### src/rtl/modn_counter_param.sv
// modn_counter_param: parametrised modulo-N up/down counter with
// enable, direction, synchronous load and a cascadable terminal count.
//
// Ports:
//   clk      in  1      rising-edge clock
//   rst      in  1      asynchronous active-low reset
//   en       in  1      count enable
//   up_dn    in  1      1 = up, 0 = down
//   load     in  1      synchronous load strobe (beats en)
//   load_val in  WIDTH  value to load
//   count    out WIDTH  registered count
//   tc       out 1      combinational terminal-count carry
//   wrap     out 1      registered pulse after a wrap
//   load_err out 1      registered pulse after an illegal load
//
// Optional feature macro: MODN_PRESCALE_EN adds an enable prescaler
// of PRESCALE enabled cycles per count step.

module modn_counter_param #(
    parameter int WIDTH    = 4,
    parameter int MODULUS  = 10,
    parameter int INIT     = 0,
    parameter int PRESCALE = 1
) (
    input  logic             clk,
    input  logic             rst,
    input  logic             en,
    input  logic             up_dn,
    input  logic             load,
    input  logic [WIDTH-1:0] load_val,
    output logic [WIDTH-1:0] count,
    output logic             tc,
    output logic             wrap,
    output logic             load_err
);

    localparam logic [WIDTH-1:0] LAST    = WIDTH'(MODULUS - 1);
    localparam logic [WIDTH:0]   MOD_EXT = (WIDTH+1)'(MODULUS);
    localparam logic [WIDTH-1:0] INIT_V  = WIDTH'(INIT);

    generate
        if (MODULUS < 2 || MODULUS > (1 << WIDTH)) begin : g_bad_mod
            $error("MODULUS out of range 2..2**WIDTH");
        end
        if (INIT < 0 || INIT >= MODULUS) begin : g_bad_init
            $error("INIT must be below MODULUS");
        end
        if (PRESCALE < 1) begin : g_bad_pre
            $error("PRESCALE must be at least 1");
        end
    endgenerate

    logic             w_en_eff;
    logic             w_at_end;
    logic             w_load_ok;
    logic             w_tc;
    logic [WIDTH-1:0] w_step;

    logic [WIDTH-1:0] r_count;
    logic             r_wrap;
    logic             r_err;

`ifdef MODN_PRESCALE_EN
    // One bit minimum so PRESCALE=1 still elaborates; the
    // prescaler then sits at 0 and every enabled cycle ticks.
    localparam int PW = (PRESCALE > 1) ? $clog2(PRESCALE) : 1;
    localparam logic [PW-1:0] P_LAST = PW'(PRESCALE - 1);

    logic [PW-1:0] r_pre;

    always_ff @(posedge clk or negedge rst) begin
        if (!rst) begin
            r_pre <= '0;
        end else if (load) begin
            r_pre <= '0;
        end else if (en) begin
            if (r_pre == P_LAST) begin
                r_pre <= '0;
            end else begin
                r_pre <= r_pre + 1'b1;
            end
        end
    end

    assign w_en_eff = en & (r_pre == P_LAST);
`else
    assign w_en_eff = en;
`endif

    // Terminal value depends on direction: top when up, zero when down.
    assign w_at_end  = up_dn ? (r_count == LAST) : (r_count == '0);
    assign w_load_ok = {1'b0, load_val} < MOD_EXT;
    assign w_tc      = w_en_eff & ~load & w_at_end;

    always_comb begin
        w_step = r_count;
        if (up_dn) begin
            w_step = w_at_end ? '0 : r_count + 1'b1;
        end else begin
            w_step = w_at_end ? LAST : r_count - 1'b1;
        end
    end

    always_ff @(posedge clk or negedge rst) begin
        if (!rst) begin
            r_count <= INIT_V;
            r_wrap  <= 1'b0;
            r_err   <= 1'b0;
        end else if (load) begin
            r_count <= w_load_ok ? load_val : '0;
            r_err   <= ~w_load_ok;
            r_wrap  <= 1'b0;
        end else if (w_en_eff) begin
            r_count <= w_step;
            r_err   <= 1'b0;
            // A step taken at the terminal value is exactly a wrap.
            r_wrap  <= w_at_end;
        end else begin
            r_err   <= 1'b0;
            r_wrap  <= 1'b0;
        end
    end

    assign count    = r_count;
    assign tc       = w_tc;
    assign wrap     = r_wrap;
    assign load_err = r_err;

endmodule

### config.mk
export PLATFORM = sky130hd
export DESIGN_NAME = modn_counter_param
export DESIGN_NICKNAME = d
export VERILOG_FILES = /design/src/rtl/modn_counter_param.sv
export SDC_FILE = /design/constraint.sdc
export NUM_CORES = 1
export LEC_CHECK = 0
export CORE_AREA = 8 8 45 47
export DETAILED_ROUTE_END_ITERATION = 8
export DIE_AREA = 0 0 53 55
export PLACE_DENSITY = 0.75
export SETUP_SLACK_MARGIN = 0.15
export SYNTH_ARGS = -nofsm -noshare
export SYNTH_HDL_FRONTEND = slang
export SYNTH_SLANG_ARGS = --single-unit
### constraint.sdc
create_clock -name clk -period 1.8 [get_ports clk]
set_clock_uncertainty 0.15 [all_clocks]
set_input_delay 0.36 -clock clk [delete_from_list [all_inputs] [get_ports clk]]
set_output_delay 0.36 -clock clk [all_outputs]
set_load 0.02 [all_outputs]
==> out/metrics.cfg, run 1 <==
[clock_network]
clock_latency_ns = 0.25
cts_buffer_depth = 2
cts.sinks = 6
ctsHtreeMaxLevel = 1
cts_tree = built
ctsHoldBuffers = 0
clkTransAtPathRegs_ns = 0.05
cts-root-buf = clkbuf_4
cts_buffers = 3

[finish]
final_nets = 104
area_growth_pct = 81.39
instances_no_fill = 107
diodes = 0
layout-drive-gt1-share_pct = 47.25
fillers = 117

[logic_synthesis]
synthArstFlopShare_pct = 100.0
synth_edf_count = 0
yosysTopAreaCell = dfrtp_1
avgSynthCellArea_um2 = 8.694
syn-cell-area_um2 = 504.2
syn_nets = 70
syn_inst = 58
yosysSeqAreaShare_pct = 29.78
synth_ff_type = dfrtp_1
yosys.area.top_type_share_pct = 29.78
yosys-top-cells-area = dfrtp_1, ha_1, a31oi_1, o21ai_0, nor3b_1
ys_ff_latch = 6
yosysWarnings = 0
synth_cell_types = 28

[worst_setup_path]
rrSetupSlack_ns = 0.12
critical-path-top-delay-family = flip-flops
cp_data_required_time_ns = 1.29
cp_cell_sequence = inv_2 > ha_4 > nor3b_4 > a31oi_4 > nor4_4 > buf_4
crit_path_end_kind = output port
cp_num_buf_inv = 2
slowest_delay_ns = 0.40
worstRegToRegCells = 8
cp_slowest_cell = dfrtp_2
r2r-end = count[1]$_DFFE_PN0P_
crit_arrival_ns = 1.47
critPathMaxFanout = 2
rr_startpoint = count[1]$_DFFE_PN0P_
startpoint_type = register
critical_path_class = register to output port
crit_start = count[0]$_DFFE_PN0P_

[placed_design]
port_buffers = 15
place_inst = 98
globalplace.congestion = 0.8945
dp_hpwl_mm = 1.101

[routing]
wl_mm = 1.547
viasPerCell = 5.542
dr.pass1.iters = 4
drtIter0Drc = 14
ant_nets = 0
vias = 593
drcViolationCount = 0
routedWlPerCell_um = 14.46

[power_and_ir_drop]
max-vdd-ir-drop_mv = 0.5631
pwr_density_cell_nw_per_um2 = 721.0
leakage_nw = 0.3765

[timing]
layout_setup_ws_ns = -0.1841
slew_violations = 0
clock.fmax_mhz = 504.0
slew_headroom_pct = 79.94
tightest_slew_ns = 0.3008
setup_violations = 1
rsz0062_at_grt = yes
period_share_pct = 110.2
period_needed_ns = 1.984
fin_tns_setup_ns = -0.1841
hold_viol_final = 0
holdWs_ns = 0.1895

[global_route]
grt_max_degree = 11
grt_pass1_vias = 511
antenna_found_initial = 0
grt_pass1_wl_mm = 2.242
overflow = 0
grtUsageTotal_pct = 10.60

[worst_hold_path]
hold_path_class = input port to async pin

[die]
die_x_um = 53
core_um2 = 1384
rows = 14
die_area_um2 = 2915
die_y_um = 55
start_util_pct = 36.44
io_pins = 16

[run]
max_cap_viol_count = 0

[status]
status = finished with violations
violations = setup timing

==> layout make-up <==
class | instances | area (um^2) | share of cell area, %
Inverter | 5 | 21.27 | 2.326
Clock buffer | 4 | 26.28 | 2.873
Tap cell | 16 | 20.02 | 2.189
Multi-Input combinational cell | 43 | 404.1 | 44.19
Sequential cell | 6 | 153.9 | 16.83
Timing Repair Buffer | 33 | 289.0 | 31.60
==> registers in the layout (all words and copies together) (netlist names) <==
| signal | flops |
|---|---|
| wrap | 1 |
| load_err | 1 |
| count | 4 |
==> cells by family (layout without fill, tap and decap cells) <==
group                      Yosys count  after routing  synth area share [%]
AOI/OAI and AO/OA                   20             20                 27.54
and+or+nand+nor                     18             18                 21.09
buffers and inverters                9             42                 9.430
DFF                                  6              6                 29.78
adders and majority gates            3              3                 7.445
xor gates and xnor gates             1              1                 1.737
muxes                                1              1                 2.977
==> cell usage after synthesis, types with 2 or more instances <==
library cell and instances:
a31oi_1 4, buf_2 2, dfrtp_1 6, ha_1 3
inv_1 5, nand2_1 3, nor2_1 3, nor3_1 4
nor3b_1 3, nor4_1 2, o211ai_1 2, o21ai_0 5
==> cell usage in the layout (no fill, tap or decap), types with 2 or more instances in the layout <==
cell | Yosys | layout
a31oi_1 | 4 | 3
dlygate4sd2_1 | 0 | 4
buf_4 | 1 | 15
dfrtp_1 | 6 | 3
clkdlybuf4s50_1 | 0 | 7
dfrtp_2 | 0 | 3
ha_4 | 0 | 2
nor2_1 | 3 | 2
nor3b_4 | 0 | 2
nor3_1 | 4 | 3
nand2_1 | 3 | 3
buf_6 | 1 | 5
inv_1 | 5 | 3
o21ai_0 | 5 | 4
o211ai_1 | 2 | 2
clkbuf_4 | 0 | 3
==> worst max-delay path by stage <==
| stage | slack, ns | cells after the start | to |
|---|---|---|---|
| final | -0.18 | 6 | tc |
| after global routing | -0.25 | 6 | tc |
| after CTS | -0.18 | 6 | tc |
| after detailed placement | -0.81 | 5 | tc |
| after global placement | -0.76 | 5 | tc |
| after floorplan | -0.07 | 5 | tc |
==> where the power goes <==
part	internal, mW	switching, mW	total [mW]
registers	0.152	0.0152	0.168
logic	0.187	0.169	0.355
clock network	0.0842	0.0524	0.137
==> stage by stage <==
step | utilization, % | power (mW) | cell area, um^2 | setup WS [ns]
floorplan | - | 0.3386 | 545.5 | -0.07464
global placement | 56.69 | 0.4472 | 784.5 | -0.7580
detailed placement | 56.69 | 0.4520 | 784.5 | -0.8052
CTS | 61.03 | 0.6170 | 844.6 | -0.1805
global route | 66.09 | 0.7017 | 914.6 | -0.2507
finish | 66.09 | 0.6595 | 914.6 | -0.1841
==> what timing repair did <==
action / 4_1_cts / 5_1_grt
endpoints found under the hold margin: 0 / 0
pin swaps: 4 / 5
buffers inserted: 3 / 2
gates resized for setup: 22 / 15
setup endpoints to repair: 9 / 8
==> metal layers <==
layer	up-vias	wire length, um	global-route usage (%)	part of all wire (%)
met1	277	651	11.56	42
met5	-	0	0	0
li1	283	-	-	-
met2	30	748	17.58	48
met3	3	133	4.813	8.6
met4	0	14	4.310	0.90
Power figures use the tool's default switching activity.
==> inputs of run 2 (changes only) <==
--- a/config.mk
+++ b/config.mk
@@ -10,6 +10,8 @@
 export DIE_AREA = 0 0 53 55
 export PLACE_DENSITY = 0.75
 export SETUP_SLACK_MARGIN = 0.15
+export SKIP_CTS_REPAIR_TIMING = 1
+export SLEW_MARGIN = 20
 export SYNTH_ARGS = -nofsm -noshare
 export SYNTH_HDL_FRONTEND = slang
 export SYNTH_SLANG_ARGS = --single-unit
==> constraint.sdc (replaced) <==
create_clock -name clk -period 2.6 [get_ports clk]
set_clock_uncertainty 0.15 [all_clocks]
set_input_delay 0.52 -clock clk [delete_from_list [all_inputs] [get_ports clk]]
set_output_delay 0.52 -clock clk [all_outputs]
set_load 0.02 [all_outputs]
==> run 2 against run 1 <==
The run now ends clean. Non-clock buffer count shrank 10. Global-route usage is 1.1 points lower. First-iteration DRC count increased by 7.1%. Critical endpoint unchanged. Largest cell class unchanged.
==> out/metrics.cfg, run 2 (synthesized netlist as in run 1, its figures left out) <==
[status]
status = finished, final reports clean

[routing]
wl_mm = 1.292
drcViolationCount = 0
routedWlPerCell_um = 13.46
drtIter0Drc = 15
met1_length_um = 575
wl_met3_um = 115
wl_met2_um = 602
vias = 513
dr.max_layer_used = met3
viasPerCell = 5.344
dr.pass1.iters = 4
ant_nets = 0

[worst_setup_path]
slowest_delay_ns = 0.40
cp_cell_sequence = buf_4 > ha_1 > a31oi_1 > nor4_2 > buf_4
cp_data_required_time_ns = 1.93
r2r-end = count[2]$_DFFE_PN0P_
critPathMaxFanout = 5
critical-path-top-delay-family = flip-flops
cp_num_buf_inv = 2
rrSetupSlack_ns = 0.87
worstRegToRegCells = 5
crit_arrival_ns = 1.62
rr_startpoint = count[0]$_DFFE_PN0P_
critical_path_class = register to output port
cp_slowest_cell = dfrtp_1
startpoint_type = register
crit_top_cell = buf_4
crit_path_end_kind = output port

[global_route]
grt_pass1_vias = 478
grt_max_degree = 11
antenna_found_initial = 0
grt_pass1_wl_mm = 2.076
grtUsageTotal_pct = 9.485
overflow = 0

[placed_design]
place_area_um2 = 705.7
port_buffers = 15
place_inst = 93
dp_hpwl_mm = 1.054
globalplace.congestion = 0.8712
place_ws_ns = -0.2455

[power_and_ir_drop]
pwr_density_cell_nw_per_um2 = 501.3
max-vdd-ir-drop_mv = 0.2993
power_uw = 370.7
leakage_nw = 0.3083

[finish]
final_cell_mix = clkdlybuf4s50_1, buf_4, dfrtp_1
area_growth_pct = 46.65
layout-drive-gt1-share_pct = 23.75
instances_no_fill = 96
final_core_util_pct = 53.44
final_nets = 94
fillers = 130
largest_register_ffs = 4
final_area_um2 = 739.5
diodes = 0
final_common_cell = clkdlybuf4s50_1

[timing]
setup_violations = 0
period_needed_ns = 2.286
hold_viol_final = 0
holdWs_ns = 0.3707
layout_setup_ws_ns = 0.3139
clock.fmax_mhz = 437.4
rsz0062_at_grt = no
slew_headroom_pct = 75.04
slew_violations = 0
tightest_slew_ns = 0.3745
period_share_pct = 87.93
fin_tns_setup_ns = 0

[die]
die_area_um2 = 2915
core_um2 = 1384
start_util_pct = 36.44
io_pins = 16
rows = 14
die_y_um = 55
die_x_um = 53

[clock_network]
cts_tree = built
cts_buffer_depth = 2
ctsHtreeMaxLevel = 1
clkTransAtPathRegs_ns = 0.05
cts-root-buf = clkbuf_4
cts_buffers = 3
clock_latency_ns = 0.24
cts.sinks = 6

[run]
max_cap_viol_count = 0

[worst_hold_path]
hold_path_class = input port to async pin

[run 2: cell count changes in the layout (fill, tap and decap cells not counted), sizes merged]
cell,delta
buf,-11
clkbuf,-2
clkdlybuf4s15,-1
clkdlybuf4s50,+6
dlygate4sd2,-4
dlymetal6s2s,+1
[run 2: area by class of cell]
| class | count | area (um^2) | share of cell area (%) |
|---|---|---|---|
| repair buffers | 23 | 210.2 | 28.43 |
| inverters | 5 | 18.77 | 2.538 |
| clock buffers | 3 | 22.52 | 3.046 |
| well taps | 16 | 20.02 | 2.707 |
| flip-flops and latches | 6 | 150.1 | 20.30 |
| multi-input cells | 43 | 317.8 | 42.98 |
[run 2: how the worst max path moves through the flow]
stage | start | end | slack, ns | depth (start not counted)
after floorplan | count[0]$_DFFE_PN0P_ | tc | 0.22 | 5
after CTS | up_dn | tc | -0.24 | 5
final | count[0]$_DFFE_PN0P_ | tc | 0.31 | 5
after detailed placement | up_dn | tc | -0.25 | 5
after global placement | up_dn | tc | -0.21 | 5
after global routing | count[0]$_DFFE_PN0P_ | tc | 0.19 | 6
[run 2: where the power goes]
part | switching (mW) | total, mW | internal (mW)
registers | 0.0149 | 0.119 | 0.104
logic | 0.0813 | 0.169 | 0.0873
clock network | 0.0311 | 0.0831 | 0.0520
total | 0.127 | 0.371 | 0.243
[run 2: per-layer routing]
metal  global-route usage, %  vias to the layer above
li1                        -                      267
met1                   11.20                      226
met2                   15.82                       20
met3                   4.278                        0
met4                   1.293                        0
met5                       0                        -
[run 2: worst reg2reg max path: stages (launching register included)]
cell and delay, ns:
dfrtp_1 0.37, buf_4 0.15, ha_1 0.25, a21oi_2 0.08, mux2_4 0.27, a311o_1 0.34
==> inputs of run 3 (changes only) <==
--- a/config.mk
+++ b/config.mk
@@ -8,7 +8,8 @@
 export CORE_AREA = 8 8 45 47
 export DETAILED_ROUTE_END_ITERATION = 8
 export DIE_AREA = 0 0 53 55
-export PLACE_DENSITY = 0.75
+export DONT_BUFFER_PORTS = 1
+export PLACE_DENSITY = 0.6
 export SETUP_SLACK_MARGIN = 0.15
 export SKIP_CTS_REPAIR_TIMING = 1
 export SLEW_MARGIN = 20
==> run 3 against run 2 <==
Clock-buffer cell count did not move. Setup slack got worse by 0.11 ns. Combinational power is 24% lower. First-iteration DRC count grew 33%. Global-route usage rose by 0.54 points. Worst hold slack worse by 0.16 ns. Clock power is 1% higher. Die area did not move. Total power fell by 9.3%. Sequential cell count is the same. Via count fell by 6.8%.
==> out/metrics.cfg, run 3 (synthesized netlist as in run 1, its figures left out) <==
[placed_design]
globalplace.congestion = 0.8570
place_area_um2 = 525.5
dp_hpwl_mm = 1.068
port_buffers = 0
place_ws_ns = 0.4648
place_inst = 74

[worst_setup_path]
cp-endpoint = tc
cp_data_required_time_ns = 1.93
crit_arrival_ns = 1.72
critical_path_class = register to output port
r2r-end = count[2]$_DFFE_PN0P_
rr_startpoint = count[0]$_DFFE_PN0P_
worstRegToRegCells = 5
rrSetupSlack_ns = 0.86
crit_start = count[0]$_DFFE_PN0P_
startpoint_type = register
critPathMaxFanout = 5
crit_path_end_kind = output port

[clock_network]
cts-root-buf = clkbuf_4
cts_buffer_depth = 2
ctsHtreeMaxLevel = 1
clock_latency_ns = 0.24
cts_buffers = 3
cts.sinks = 6
clkTransAtPathRegs_ns = 0.05
cts_tree = built

[routing]
dr.pass1.iters = 4
wl_met2_um = 655
viasPerCell = 6.128
met1_length_um = 499
dr.max_layer_used = met4
drcViolationCount = 0
ant_nets = 0
vias = 478
drtIter0Drc = 20
routedWlPerCell_um = 17.15
wl_met3_um = 159
wl_mm = 1.338

[global_route]
grtUsageTotal_pct = 10.02
overflow = 0
grt_max_degree = 12
grt_pass1_wl_mm = 2.194
antenna_found_initial = 0
grt_pass1_vias = 460

[timing]
period_share_pct = 92.00
setup_violations = 0
clock.fmax_mhz = 418.1
layout_setup_ws_ns = 0.2080
tightest_slew_ns = 0.5830
hold_viol_final = 0
slew_headroom_pct = 61.13
slew_violations = 0
period_needed_ns = 2.392
rsz0062_at_grt = no
fin_tns_setup_ns = 0

[die]
die_x_um = 53
rows = 14
die_area_um2 = 2915
core_um2 = 1384
io_pins = 16
start_util_pct = 36.44
die_y_um = 55

[power_and_ir_drop]
pwr_density_cell_nw_per_um2 = 575.5
max-vdd-ir-drop_mv = 0.1695
leakage_nw = 0.2237
power_uw = 336.2

[finish]
final_nets = 76
final_common_cell = dfrtp_1
final_area_um2 = 584.3
final_cell_mix = dfrtp_1, o21ai_0, a31oi_1, nor3_1, buf_4
largest_register_ffs = 4
layout-drive-gt1-share_pct = 27.42
instances_no_fill = 78
diodes = 0
area_growth_pct = 15.88
fillers = 146

[worst_hold_path]
hold_path_class = input port to register

[status]
status = finished, final reports clean

[run]
max_cap_viol_count = 0

==> run 3: cell count changes in the layout (fill, tap and decap cells not counted), sizes merged <==
| cell | delta |
|---|---|
| clkdlybuf4s50 | -13 |
| buf | -5 |
| dlygate4sd3 | +1 |
| dlymetal6s2s | -1 |
==> run 3: worst min-delay path by stage <==
stage                                end  slack (ns)  start  depth (start not counted)
global route              wrap$_DFF_PN0_        0.20   load                          1
detailed placement  count[3]$_DFFE_PN0P_        0.07    rst                          0
CTS                 count[0]$_DFFE_PN0P_       -0.19    rst                          0
finish                    wrap$_DFF_PN0_        0.21   load                          1
global placement          wrap$_DFF_PN0_        0.07    rst                          0
floorplan           count[0]$_DFFE_PN0P_        0.07    rst                          0
==> run 3: per-layer routing <==
| layer | up-vias | global-route usage, % |
|---|---|---|
| met2 | 24 | 15.82 |
| li1 | 229 | - |
| met5 | - | 0 |
| met1 | 223 | 11.62 |
| met3 | 2 | 2.941 |
| met4 | 0 | 6.466 |
==> run 3: critical path, cell delays in order, from the launching register on <==
cell     delay [ns]
dfrtp_1        0.36
buf_4          0.19
ha_2           0.23
a31oi_1        0.14
nor4_2         0.36
buf_4          0.21
==> run 3: final cells by class <==
type | instances | area [um^2] | area share, %
Clock buffer | 3 | 22.52 | 3.854
Tap cell | 16 | 20.02 | 3.426
Inverter | 5 | 18.77 | 3.212
Sequential cell | 6 | 150.1 | 25.70
Timing Repair Buffer | 5 | 40.04 | 6.852
Multi-Input combinational cell | 43 | 332.8 | 56.96
==> run 3: power by group <==
part / leakage [nW] / switching (mW) / internal, mW
Combinational: 0.133 / 0.0681 / 0.0600
Sequential: 0.0772 / 0.0202 / 0.104
Clock: 0.0138 / 0.0319 / 0.0521
Total: 0.224 / 0.120 / 0.216
==> run 3: metrics by stage <==
stage | util [%] | hold WS [ns]
6_report | 42.22 | 0.2097
5_1_grt | 42.22 | 0.2004
4_1_cts | 39.60 | -0.1872
3_5_place_dp | 37.97 | 0.07461
3_3_place_gp | 37.97 | 0.07457
2_1_floorplan | - | 0.07441
